==> config.mk <==
export PLATFORM = sky130hd
export DESIGN_NAME = axi_read_intf
export DESIGN_NICKNAME = d
export VERILOG_FILES = /design/src/rtl/axi_read_intf_pkg.sv /design/src/rtl/axi_burst_addr_gen.sv /design/src/rtl/axi_read_intf.sv
export SDC_FILE = /design/constraint.sdc
export NUM_CORES = 1
export LEC_CHECK = 0
export CORE_MARGIN = 1
export CORE_UTILIZATION = 32
export CTS_CLUSTER_SIZE = 24
export DETAILED_ROUTE_END_ITERATION = 8
export GPL_TIMING_DRIVEN = 0
export SYNTH_ARGS = -nofsm -noshare
export SYNTH_HDL_FRONTEND = slang
export SYNTH_SLANG_ARGS = --single-unit
==> constraint.sdc <==
create_clock -name clk -period 5.78 [get_ports clk]
set_input_delay 0.867 -clock clk [delete_from_list [all_inputs] [get_ports clk]]
set_output_delay 0.867 -clock clk [all_outputs]
set_load 0.03 [all_outputs]
==> src/rtl/axi_read_intf_pkg.sv <==
// Shared definitions for the AXI read-side slave: burst/response encodings,
// internal target region codes, FSM state encoding and the burst error decode.
package axi_read_intf_pkg;

    localparam logic [1:0] AXI_BURST_FIXED = 2'b00;
    localparam logic [1:0] AXI_BURST_INCR  = 2'b01;
    localparam logic [1:0] AXI_BURST_WRAP  = 2'b10;

    localparam logic [1:0] AXI_RESP_OKAY   = 2'b00;
    localparam logic [1:0] AXI_RESP_SLVERR = 2'b10;

    localparam logic [1:0] REGION_FIFO = 2'b00;
    localparam logic [1:0] REGION_IRAM = 2'b01;
    localparam logic [1:0] REGION_WRAM = 2'b10;

    typedef enum logic [1:0] {
        ST_IDLE = 2'b00,
        ST_REQ  = 2'b01,
        ST_WAIT = 2'b10,
        ST_SEND = 2'b11
    } rd_state_e;

    // A burst is answered with SLVERR on every beat (and never reaches a
    // target) when the beat is wider than the 4-byte bus, the burst type is
    // WRAP/reserved, or the region is unmapped.
    function automatic logic burst_is_err(input logic [2:0] size,
                                          input logic [1:0] burst,
                                          input logic [1:0] region);
        return (size > 3'd2) || burst[1] || (region == 2'b11);
    endfunction

endpackage

==> src/rtl/axi_burst_addr_gen.sv <==
// Next-beat address generator for AXI bursts.
// Ports: addr (current beat address), size (log2 bytes per beat),
//        burst (AXI burst type), next_addr (address of the following beat).
// INCR advances by 1<<size modulo 2^ADDR_WIDTH (no 4KB check); FIXED and
// anything else hold the address.
module axi_burst_addr_gen
    import axi_read_intf_pkg::*;
#(
    parameter int ADDR_WIDTH = 11
) (
    input  logic [ADDR_WIDTH-1:0] addr,
    input  logic [2:0]            size,
    input  logic [1:0]            burst,
    output logic [ADDR_WIDTH-1:0] next_addr
);

    logic [ADDR_WIDTH-1:0] step;

    assign step      = ADDR_WIDTH'(1) << size;
    assign next_addr = (burst == AXI_BURST_INCR) ? addr + step : addr;

endmodule

==> src/rtl/axi_read_intf.sv <==
// AXI4 read-channel slave (AR/R). Accepts one burst at a time and turns each
// beat into a single-beat internal read to FIFO/IRAM/WRAM, returning the data
// on R. Error bursts are answered locally with SLVERR beats.
// Ports:
//   clk, rst_n                      clock, async active-low reset
//   AR*                             AXI read address channel (slave side)
//   R*                              AXI read data channel (slave side)
//   axi_rd_vld/addr/region          one-cycle internal read request
//   {fifo,iram,wram}_rd_done/rdata  target completion and data
//   fifo_err                        FIFO read error, qualified by fifo_rd_done
module axi_read_intf
    import axi_read_intf_pkg::*;
#(
    parameter int ARID_WIDTH   = 8,
    parameter int ARADDR_WIDTH = 11,
    parameter int RDATA_WIDTH  = 32
) (
    input  logic                    clk,
    input  logic                    rst_n,
    input  logic [ARID_WIDTH-1:0]   ARID,
    input  logic [ARADDR_WIDTH-1:0] ARADDR,
    input  logic [7:0]              ARLEN,
    input  logic [2:0]              ARSIZE,
    input  logic [1:0]              ARBURST,
    input  logic [3:0]              ARREGION,
    input  logic                    ARVALID,
    output logic                    ARREADY,
    output logic [ARID_WIDTH-1:0]   RID,
    output logic [RDATA_WIDTH-1:0]  RDATA,
    output logic [1:0]              RRESP,
    output logic                    RLAST,
    output logic                    RVALID,
    input  logic                    RREADY,
    output logic                    axi_rd_vld,
    output logic [ARADDR_WIDTH-1:0] axi_rd_addr,
    output logic [1:0]              axi_rd_region,
    input  logic                    fifo_rd_done,
    input  logic                    iram_rd_done,
    input  logic                    wram_rd_done,
    input  logic [RDATA_WIDTH-1:0]  fifo_rdata,
    input  logic [RDATA_WIDTH-1:0]  iram_rdata,
    input  logic [RDATA_WIDTH-1:0]  wram_rdata,
    input  logic                    fifo_err
);

    rd_state_e              state;
    logic [7:0]             beat_cnt;   // beats remaining after the current one
    logic [2:0]             size_q;
    logic [1:0]             burst_q;
    logic                   err_q;
    logic [ARADDR_WIDTH-1:0] next_addr;
    logic                   tgt_done;
    logic [RDATA_WIDTH-1:0] tgt_data;
    logic                   unused_region_hi;

    // Only the low two region bits select a target.
    assign unused_region_hi = ^ARREGION[3:2];

    // axi_rd_addr doubles as the burst's current-beat address register.
    axi_burst_addr_gen #(.ADDR_WIDTH(ARADDR_WIDTH)) u_addr_gen (
        .addr      (axi_rd_addr),
        .size      (size_q),
        .burst     (burst_q),
        .next_addr (next_addr)
    );

    // Only the latched target's completion counts.
    always_comb begin
        tgt_done = 1'b0;
        tgt_data = '0;
        case (axi_rd_region)
            REGION_FIFO: begin tgt_done = fifo_rd_done; tgt_data = fifo_rdata; end
            REGION_IRAM: begin tgt_done = iram_rd_done; tgt_data = iram_rdata; end
            REGION_WRAM: begin tgt_done = wram_rd_done; tgt_data = wram_rdata; end
            default:     begin tgt_done = 1'b0;         tgt_data = '0;         end
        endcase
    end

    always_ff @(posedge clk or negedge rst_n) begin
        if (!rst_n) begin
            state         <= ST_IDLE;
            ARREADY       <= 1'b1;
            RID           <= '0;
            RDATA         <= '0;
            RRESP         <= AXI_RESP_OKAY;
            RLAST         <= 1'b0;
            RVALID        <= 1'b0;
            axi_rd_vld    <= 1'b0;
            axi_rd_addr   <= '0;
            axi_rd_region <= '0;
            beat_cnt      <= '0;
            size_q        <= '0;
            burst_q       <= '0;
            err_q         <= 1'b0;
        end else begin
            case (state)
                ST_IDLE: begin
                    if (ARVALID) begin
                        RID           <= ARID;
                        axi_rd_addr   <= ARADDR;
                        axi_rd_region <= ARREGION[1:0];
                        beat_cnt      <= ARLEN;
                        size_q        <= ARSIZE;
                        burst_q       <= ARBURST;
                        ARREADY       <= 1'b0;
                        if (burst_is_err(ARSIZE, ARBURST, ARREGION[1:0])) begin
                            // Error bursts skip the targets entirely.
                            err_q  <= 1'b1;
                            state  <= ST_SEND;
                            RVALID <= 1'b1;
                            RDATA  <= '0;
                            RRESP  <= AXI_RESP_SLVERR;
                            RLAST  <= (ARLEN == 8'd0);
                        end else begin
                            err_q      <= 1'b0;
                            state      <= ST_REQ;
                            axi_rd_vld <= 1'b1;
                        end
                    end
                end
                ST_REQ: begin
                    axi_rd_vld <= 1'b0;
                    state      <= ST_WAIT;
                end
                ST_WAIT: begin
                    if (tgt_done) begin
                        RDATA  <= tgt_data;
                        RRESP  <= (axi_rd_region == REGION_FIFO && fifo_err)
                                  ? AXI_RESP_SLVERR : AXI_RESP_OKAY;
                        RLAST  <= (beat_cnt == 8'd0);
                        RVALID <= 1'b1;
                        state  <= ST_SEND;
                    end
                end
                ST_SEND: begin
                    if (RREADY) begin
                        if (RLAST) begin
                            RVALID  <= 1'b0;
                            RLAST   <= 1'b0;
                            ARREADY <= 1'b1;
                            state   <= ST_IDLE;
                        end else begin
                            beat_cnt    <= beat_cnt - 8'd1;
                            axi_rd_addr <= next_addr;
                            if (err_q) begin
                                // Back-to-back SLVERR beats, RVALID stays high.
                                RLAST <= (beat_cnt == 8'd1);
                            end else begin
                                RVALID     <= 1'b0;
                                axi_rd_vld <= 1'b1;
                                state      <= ST_REQ;
                            end
                        end
                    end
                end
                default: state <= ST_IDLE;
            endcase
        end
    end

endmodule

# After elaboration in Yosys (flattened, before gate mapping)

Cells that the tools add are included.

Register bits after elaboration: 75
Bits of input ports: 140
Output and inout port bits: 59
Logic and storage cells: 108

$add $sub $neg: 2
Magnitude comparators: 1
Equality and inequality tests: 18
Shift operators: 1
Mux-type cells: 52
Reductions and logical operators: 20

Operators with widths:

| kind                                                               | count |
|---|---|
| 32-bit 2-to-1 mux                                                  | 3 |
| 32-bit case mux with 3 select lines                                | 1 |
| 32-bit case mux with 2 select lines                                | 1 |
| 11-bit 2-to-1 mux                                                  | 4 |
| 8-bit 2-to-1 mux                                                   | 3 |
| 11-bit case mux with 2 select lines                                | 1 |
| 1-bit 2-to-1 mux                                                   | 21 |
| 2-bit 2-to-1 mux                                                   | 10 |
| 8-bit zero test                                                    | 2 |
| 2-bit != test, second input constant                               | 8 |
| 8-bit case mux with 2 select lines                                 | 1 |
| 4-bit AND reduction                                                | 4 |
| 1-bit case mux with 3 select lines                                 | 4 |
| 6-bit AND reduction                                                | 2 |
| 11-bit adder                                                       | 1 |
| 1-bit by 3-bit << shifter with 11-bit output, first input constant | 1 |
| 5-bit AND reduction                                                | 2 |
| 2-bit == test, second input constant                               | 4 |
| 8-bit by 1-bit == test with 1-bit output, second input constant    | 1 |
| 2-bit case mux with 4 select lines                                 | 1 |
| 8-bit by 1-bit subtractor with 8-bit output, second input constant | 1 |
| 2-bit by 1-bit == test with 1-bit output, second input constant    | 3 |
| 3-bit nonzero test                                                 | 2 |
| 2-bit zero test                                                    | 2 |
| other kinds (9)                                                    | 11 |

# Depth between registers and ports, before layout

Gate-level depths: netlist of run 1.

Depth after elaboration: 6
Depth in mapped cells: 10
Depth with buffers taken out: 9

# By module

From an unflattened synthesis of run 1, not the netlist that was laid out.

Cell total of the unflattened synthesis: 535
Area, all modules: 4625.7 µm²

By module, submodules not included:

| module             | times used | cells an instance | area an instance (µm²) | sequential area each (µm²) |
|---|---|---|---|---|
| axi_read_intf      | 1          | 453               | 4080.2                 | 1853.0 |
| axi_burst_addr_gen | 1          | 82                | 545.5                  | 0.0 |

# Least setup slack after synthesis of run 1

Ideal clock, no wire load.

Kind: reg-to-reg
Start: register size_q[1]
End: register axi_rd_addr[8]
Setup time: 0.137 ns
Arrival time: 1.964 ns
Required time: 5.643 ns
Slack: 3.679 ns
Cell stages (with the launch flop): 11
Clock period less this slack: 2.101 ns
Path through: dfrtp_1 clkbuf_1 nor3_1 ha_1 inv_1 fa_1 nand2b_1 a21oi_1 o21ai_0 mux2i_1 a21oi_1

Longest elaborated chain between the ends: 6

Ends and longest elaborated chain:

| item                                         | line                     | text |
|---|---|---|
| from (decl)                                  | axi_read_intf.sv:48      | `logic [2:0] size_q;` |
| from (signal assigned)                       | axi_read_intf.sv:92      | `size_q <= '0;` |
| from (signal assigned)                       | axi_read_intf.sv:103     | `size_q <= ARSIZE;` |
| 1-bit by 3-bit << shifter with 11-bit output | axi_burst_addr_gen.sv:19 | `assign step = ADDR_WIDTH'(1) << size;` |
| 11-bit adder                                 | axi_burst_addr_gen.sv:20 | `assign next_addr = (burst == AXI_BURST_INCR) ? addr + step : addr;` |
| 11-bit 2-to-1 mux                            | axi_burst_addr_gen.sv:20 |  |
| 11-bit 2-to-1 mux                            | axi_read_intf.sv:137     | `if (RLAST) begin` |
| 11-bit 2-to-1 mux                            | axi_read_intf.sv:136     | `if (RREADY) begin` |
| 11-bit case mux with 2 select lines          | axi_read_intf.sv:96      | `case (state)` |
| to (signal assigned)                         | axi_read_intf.sv:144     | `axi_rd_addr <= next_addr;` |
| to (decl)                                    | axi_read_intf.sv:35      | `output logic [ARADDR_WIDTH-1:0] axi_rd_addr,` |

No other way between the ends. The select of a mux whose other input is x is not followed.
A chain may end at the register's enable or synchronous reset.

# Worst setup path in the final report of run 1

Start: register ARREADY
End: output port ARREADY

RTL lines:

| item                   | line                 | text |
|---|---|---|
| from (decl)            | axi_read_intf.sv:27  | `output logic ARREADY,` |
| from (signal assigned) | axi_read_intf.sv:82  | `ARREADY <= 1'b1;` |
| from (signal assigned) | axi_read_intf.sv:105 | `ARREADY <= 1'b0;` |
| from (signal assigned) | axi_read_intf.sv:140 | `ARREADY <= 1'b1;` |

No word-level cell between the ends.

==> results of run 1 <==
[worst max path at each step]
stage                          startpoint  cells past startpoint  slack [ps]                          end
floorplan           size_q[1]$_DFFE_PN0P_                     10        3680   axi_rd_addr[8]$_DFFE_PN0P_
global placement                    rst_n                      1        1140        RDATA[17]$_DFFE_PN0P_
CTS                   ARREADY$_DFFE_PN1P_                      1        3350                      ARREADY
global route        size_q[1]$_DFFE_PN0P_                     10        3100  axi_rd_addr[10]$_DFFE_PN0P_
finish                ARREADY$_DFFE_PN1P_                      1        3370                      ARREADY
detailed placement              ARSIZE[0]                      6        3090        RDATA[21]$_DFFE_PN0P_
[layout by cell type, fill, tap and decap left out, types with 3 or more instances in the layout]
| cell type | instances |
|---|---|
| sky130_fd_sc_hd__a21o_1 | 3 |
| sky130_fd_sc_hd__a21oi_1 | 20 |
| sky130_fd_sc_hd__buf_2 | 12 |
| sky130_fd_sc_hd__buf_4 | 8 |
| sky130_fd_sc_hd__clkbuf_1 | 19 |
| sky130_fd_sc_hd__clkbuf_16 | 9 |
| sky130_fd_sc_hd__clkdlybuf4s50_1 | 194 |
| sky130_fd_sc_hd__dfrtp_1 | 73 |
| sky130_fd_sc_hd__ha_1 | 15 |
| sky130_fd_sc_hd__inv_1 | 12 |
| sky130_fd_sc_hd__mux2_2 | 16 |
| sky130_fd_sc_hd__mux2i_1 | 43 |
| sky130_fd_sc_hd__nand2_1 | 125 |
| sky130_fd_sc_hd__nand2b_1 | 7 |
| sky130_fd_sc_hd__nand3_1 | 9 |
| sky130_fd_sc_hd__nand3b_1 | 6 |
| sky130_fd_sc_hd__nor2_1 | 15 |
| sky130_fd_sc_hd__nor2b_1 | 5 |
| sky130_fd_sc_hd__nor3b_1 | 3 |
| sky130_fd_sc_hd__o211ai_1 | 5 |
| sky130_fd_sc_hd__o21ai_0 | 40 |
| sky130_fd_sc_hd__o21ai_1 | 40 |
| sky130_fd_sc_hd__o22ai_1 | 8 |
| sky130_fd_sc_hd__o31ai_1 | 4 |
| sky130_fd_sc_hd__xor2_1 | 4 |
[cells by family after synthesis]
| group | synth area share |
|---|---|
| simple gates | 0.187 |
| compound gates | 0.173 |
| flops | 0.400 |
| mux | 0.134 |
| buf+inv | 0.0510 |
| fa+ha+maj | 0.0448 |
| xor+xnor | 0.00945 |
| other cells | 0.000809 |
[layout make-up]
class	instances	share of cell area
sequential	74	0.261
tap	180	0.0317
inverter	12	0.00634
buffer	36	0.0270
clock buffer	15	0.0363
timing repair buffer	196	0.278
multi-input combinational	406	0.358
clock inverter	1	0.000705
[power by group]
| group | switching, mW | leakage, nW | internal, mW |
|---|---|---|---|
| clock | 0.208 | 0.128 | 0.302 |
| sequential | 0.140 | 0.922 | 0.709 |
| combinational | 1.25 | 1.91 | 0.900 |
[registers in the layout, indices dropped and copies added (netlist names)]
name and count:
ARREADY 1, RDATA 32, RID 8, RLAST 1
RRESP 1, RVALID 1, axi_rd_addr 11, axi_rd_region 2
axi_rd_vld 1, beat_cnt 8, burst_q 2, err_q 1
size_q 3, state 2
[per-layer routing]
metal,wire [um],share of wire,vias up,global-route usage
li1,-,-,2250,-
met1,5820,0.41,2104,0.234
met2,7210,0.51,142,0.329
met3,890,0.062,24,0.0572
met4,334,0.023,0,0.0724
met5,0,0,-,0
[per-stage QoR]
stage | worst slack [ps] | std cells | cell area (um2) | hold slack, ps | power [mW]
detailed placement | 3090 | 904 | 6840 | 474 | 3.02
global placement | 1140 | 903 | 6810 | 461 | 2.97
floorplan | 3680 | 528 | 4630 | 488 | 2.30
CTS | 3350 | 920 | 7100 | 471 | 3.55
global route | 3100 | 920 | 7100 | 479 | 3.80
finish | 3370 | 920 | 7100 | 463 | 3.51
==> results_dict.tcl, run 1 <==
set metrics [dict create \
    grt.overflow.total 0 \
    post_cts.resized_instances 0 \
    final_period_minus_worst_setup_slack_ps 2410 \
    syn_inst 528 \
    avgViaCountPerCell 4.91 \
    sequential_cell_area_um2 1850 \
    timing.rr.end "axi_rd_addr[8]$_DFFE_PN0P_" \
    post_cts_hold_buffer_count 0 \
    drt-wirelength-per-cell_um 15.5 \
    number_of_remaining_drc_errors 0 \
    worst-endpoint-arrival_ps 1540 \
    grt_max_degree 46 \
    finalNetCount 891 \
    finalMaxSlewViolations 0 \
    rows 43 \
    hold_path_class "primary input to async pin" \
    port_buffers 195 \
    timing.rr.start "size_q[1]$_DFFE_PN0P_" \
    die_y_um 122 \
    clockBufferDepth 2 \
    rsz0062_at_grt "false" \
    critPathSlowestCell "sky130_fd_sc_hd__clkdlybuf4s50_1" \
    fillerInstances 1352 \
    route.antenna.remaining_nets 0 \
    final_layout_size_suffix_gt1_frac 0.0878 \
    setup_violations 0 \
    post-synth-top-count-cell "sky130_fd_sc_hd__nand2_1" \
    timing_hold_violations_final 0 \
    floorplan.initialDensity 0.331 \
    clk_pin_slew_ps 60 \
    boundaryPins 199 \
    die_width_um 122 \
    max_slew.worst_pin.slew_ps 589 \
    cap_viol_max_count 0 \
    yosys-top-cells-count "sky130_fd_sc_hd__nand2_1, sky130_fd_sc_hd__dfrtp_1, sky130_fd_sc_hd__mux2i_1" \
    synth.cell_area_um2 4630 \
    cts_tree "yes" \
    outcome "complete, no violations" \
    synth.yosys.warnings 0 \
    critPathLaunchType "flop" \
    synth_top_cell_area_share 0.394 \
    htree_levels 3 \
    drt-pass1-iter-count 4 \
    rr_worst_depth 10 \
    drt_iter0_markers 325 \
    antenna_found_initial 0 \
    timing.critical_path.to_type "primary output" \
    post_synth_num_cell_types 58 \
    pwr_density_cell_nw_per_um2 495 \
    delay_heaviest_family_cp "buffers and inverters" \
    max_freq_mhz 415 \
    postCtsSetupBuffers 0 \
    critical_path.max_fanout 3 \
    synth.ff_latch_count 74 \
    finish.utilization 0.508 \
    worst_slew_margin_rel 0.607 \
    multi_input_comb_area_um2 2540 \
    numCtsBuffers 9 \
    criticalPathCategory "flop to primary output" \
    area_grow_syn2layout_pct 53.2 \
    grt_first_pass_wirelength_mm 22.5 \
    synth_area_leaders "sky130_fd_sc_hd__dfrtp_1, sky130_fd_sc_hd__nand2_1, sky130_fd_sc_hd__mux2i_1" \
    cts.root.buffer_cell "sky130_fd_sc_hd__clkbuf_16" \
    finalSetupTns_ps 0 \
    syn_avg_cell_area_um2 8.78 \
    synth_flop_cell "sky130_fd_sc_hd__dfrtp_1" \
    core_area_um2 14000 \
    worst_skew_pair_later_pin_latency_ps 340 \
    first_global_vias 4552 \
    period_share 0.416 \
    crit_required_ps 4910 \
    number_of_enable_flip_flop_cells_after_synthesis 0 \
    detailroute.via_count 4520 \
    synth_seq_area_share 0.400 \
    ys_async_sr_fraction 1.00 \
    fin_worst_skew_ps 6.39 \
    static-leakage-power_nw 2.96 \
    reg2reg_setup_slack_ps 3410 \
    gpl.final_weighted_congestion 0.851 \
    slowest_stage_delay_cp_ps 660 \
    clkSinkCount 74 \
    grt.total_usage 0.195 \
    dp_hpwl_mm 11.2 \
    cp_cell_sequence "clkdlybuf4s50_1" \
    totalWireLength_mm 14.3 \
    die_area_um2 15000 \
    synth_fp_nets 684 \
    synth.largest_area_cell "sky130_fd_sc_hd__dfrtp_1" \
    ir_worst_vdd_v 0.000232 \
    worst-path-buf-inv 1 \
    insertedDiodeCount 0 \
]
Note: power is estimated with default switching activity, not from simulation.
==> inputs of run 2 (changes only) <==
Clock period 5.78 ns to 2.3 ns, I/O delays scaled along.
==> run 2 against run 1 <==
Worst hold slack gained 17 ps; non-clock buffer count shrank 2; wire length grew 0.22%; register-to-register slack lost 3300 ps; worst setup slack lost 3300 ps; sequential cell count is the same; via count shrank 0.86%.
==> results_dict.tcl, run 2 (synthesized netlist as in run 1, its figures left out) <==
set metrics [dict create \
    worst_setup_path_endpoint "axi_rd_addr[7]$_DFFE_PN0P_" \
    regMostFlops "RDATA" \
    cts_tree "yes" \
    reg2reg_setup_slack_ps 120 \
    layout_setup_ws_ps 119 \
    clkSinkCount 74 \
    first_global_vias 4544 \
    drt_iter0_markers 276 \
    boundaryPins 199 \
    grt_use_met1 0.234 \
    die_y_um 122 \
    rows 43 \
    route.antenna.remaining_nets 0 \
    globalRouteMet2Util 0.329 \
    multi_input_comb_area_um2 2570 \
    clk_pin_slew_ps 60 \
    pwr_density_cell_nw_per_um2 1240 \
    detailroute.via_count 4481 \
    delay_heaviest_family_cp "compound AO/OA/AOI/OAI gates" \
    cts.root.buffer_cell "sky130_fd_sc_hd__clkbuf_16" \
    sequential_cell_area_um2 1860 \
    worst_slew_margin_rel 0.659 \
    core_area_um2 14000 \
    number_of_remaining_drc_errors 0 \
    slowest_stage_delay_cp_ps 460 \
    max_slew.worst_pin.slew_ps 511 \
    finalSetupTns_ps 0 \
    floorplan.initialDensity 0.331 \
    antenna_found_initial 0 \
    outcome "complete, no violations" \
    drt-wirelength-per-cell_um 15.6 \
    global_route_layer_with_the_greatest_usage "met2" \
    numCtsBuffers 9 \
    drt-pass1-iter-count 4 \
    htree_levels 3 \
    cp_cell_sequence "nor2_1 > nand2_1 > inv_1 > ha_1 > a211oi_1 > o31ai_1 > a31oi_1 > mux2_2 > nand3_1" \
    max_freq_mhz 459 \
    rr_worst_depth 9 \
    rsz0062_at_grt "true" \
    ir_worst_vdd_v 0.000583 \
    fillerInstances 1347 \
    static-leakage-power_nw 2.97 \
    die_width_um 122 \
    grt_first_pass_wirelength_mm 22.4 \
    timing.rr.start "size_q[2]$_DFFE_PN0P_" \
    port_buffers 195 \
    totalWireLength_mm 14.3 \
    final_period_minus_worst_setup_slack_ps 2180 \
    grt.total_usage 0.195 \
    mostFrequentLayoutCells "sky130_fd_sc_hd__clkdlybuf4s50_1, sky130_fd_sc_hd__nand2_1, sky130_fd_sc_hd__dfrtp_1" \
    criticalPathCategory "flop to flop" \
    final_layout_size_suffix_gt1_frac 0.0989 \
    finalPower_mw 8.87 \
    reg.largest.list "RDATA x32, axi_rd_addr x11" \
    cap_viol_max_count 0 \
    worst-path-buf-inv 1 \
    period_share 0.948 \
    critical_path.max_fanout 9 \
    worst_skew_pair_later_pin_latency_ps 340 \
    timing.rr.end "axi_rd_addr[7]$_DFFE_PN0P_" \
    hold_path_class "primary input to async pin" \
    timing_hold_violations_final 0 \
    area_grow_syn2layout_pct 53.9 \
    worst-endpoint-arrival_ps 2450 \
    crit_cells 9 \
    avgViaCountPerCell 4.88 \
    crit_path_start "size_q[2]$_DFFE_PN0P_" \
    crit_required_ps 2570 \
    place_worst_setup_slack_ps -60.4 \
    grt_util_met3 0.0572 \
    clockBufferDepth 2 \
    dp_hpwl_mm 11.2 \
    finalMaxSlewViolations 0 \
    critPathSlowestCell "sky130_fd_sc_hd__dfrtp_2" \
    most_common_cell_after_layout_fill_and_taps_aside "sky130_fd_sc_hd__clkdlybuf4s50_1" \
    finalNetCount 889 \
    die_area_um2 15000 \
    largest_register_ffs 32 \
    grt_max_degree 46 \
    gpl.final_weighted_congestion 0.851 \
    grt.overflow.total 0 \
    setup_violations 0 \
    timing.critical_path.to_type "flop" \
    insertedDiodeCount 0 \
    critPathLaunchType "flop" \
    fin_worst_skew_ps 6.05 \
]
[run 2: per-layer routing]
layer,part of all wire,vias to the layer above
met5,0,-
met4,0.023,0
met3,0.054,21
met2,0.50,122
met1,0.42,2094
li1,-,2244
[run 2: what timing repair did]
item | 4_1_cts | 5_1_grt
gates resized for setup | 1 | 7
hold buffers | 1 | 0
setup buffers | 0 | 1
pin swaps | 0 | 1
endpoints found under the setup margin | 3 | 39
endpoints found under the hold margin | 29 | 0
[run 2: final cells by class]
class,instances,share of cell area
Buffer,32,0.0247
Clock buffer,15,0.0361
Clock inverter,1,0.000702
Inverter,12,0.00632
Multi-Input combinational cell,406,0.361
Sequential cell,74,0.260
Tap cell,180,0.0316
Timing Repair Buffer,198,0.280
[run 2: per-stage QoR]
stage	area (um2)	hold slack (ps)	utilization	std cells
6_report	7130	480	0.510	918
2_1_floorplan	4630	49.4	-	528
5_1_grt	7130	509	0.510	918
3_3_place_gp	6810	461	0.487	903
4_1_cts	7110	487	0.508	919
3_5_place_dp	6840	317	0.489	904
[run 2: where the power goes]
| part | switching [mW] | leakage, nW | internal, mW |
|---|---|---|---|
| Sequential | 0.399 | 0.919 | 1.79 |
| Combinational | 3.12 | 1.93 | 2.28 |
| Clock | 0.522 | 0.128 | 0.760 |
[run 2: how the worst min path moves through the flow]
| stage | depth (start not counted) | slack, ps | startpoint | to |
|---|---|---|---|---|
| floorplan | 0 | 50 | rst_n | RDATA[0]$_DFFE_PN0P_ |
| global placement | 1 | 460 | RRESP[1]$_DFFE_PN0P_ | RRESP[1]$_DFFE_PN0P_ |
| detailed placement | 1 | 320 | rst_n | RID[0]$_DFFE_PN0P_ |
| CTS | 2 | 490 | rst_n | RID[0]$_DFFE_PN0P_ |
| global route | 2 | 510 | RDATA[12]$_DFFE_PN0P_ | RDATA[12]$_DFFE_PN0P_ |
| finish | 2 | 480 | rst_n | RID[4]$_DFFE_PN0P_ |
[run 2: worst reg2reg max path, delay by kind of cell (launching register included)]
family | cells | cell delay [ps]
compound gates | 3 | 730
simple gates | 3 | 280
mux | 1 | 370
flops | 1 | 460
buf+inv | 1 | 70
fa+ha+maj | 1 | 220
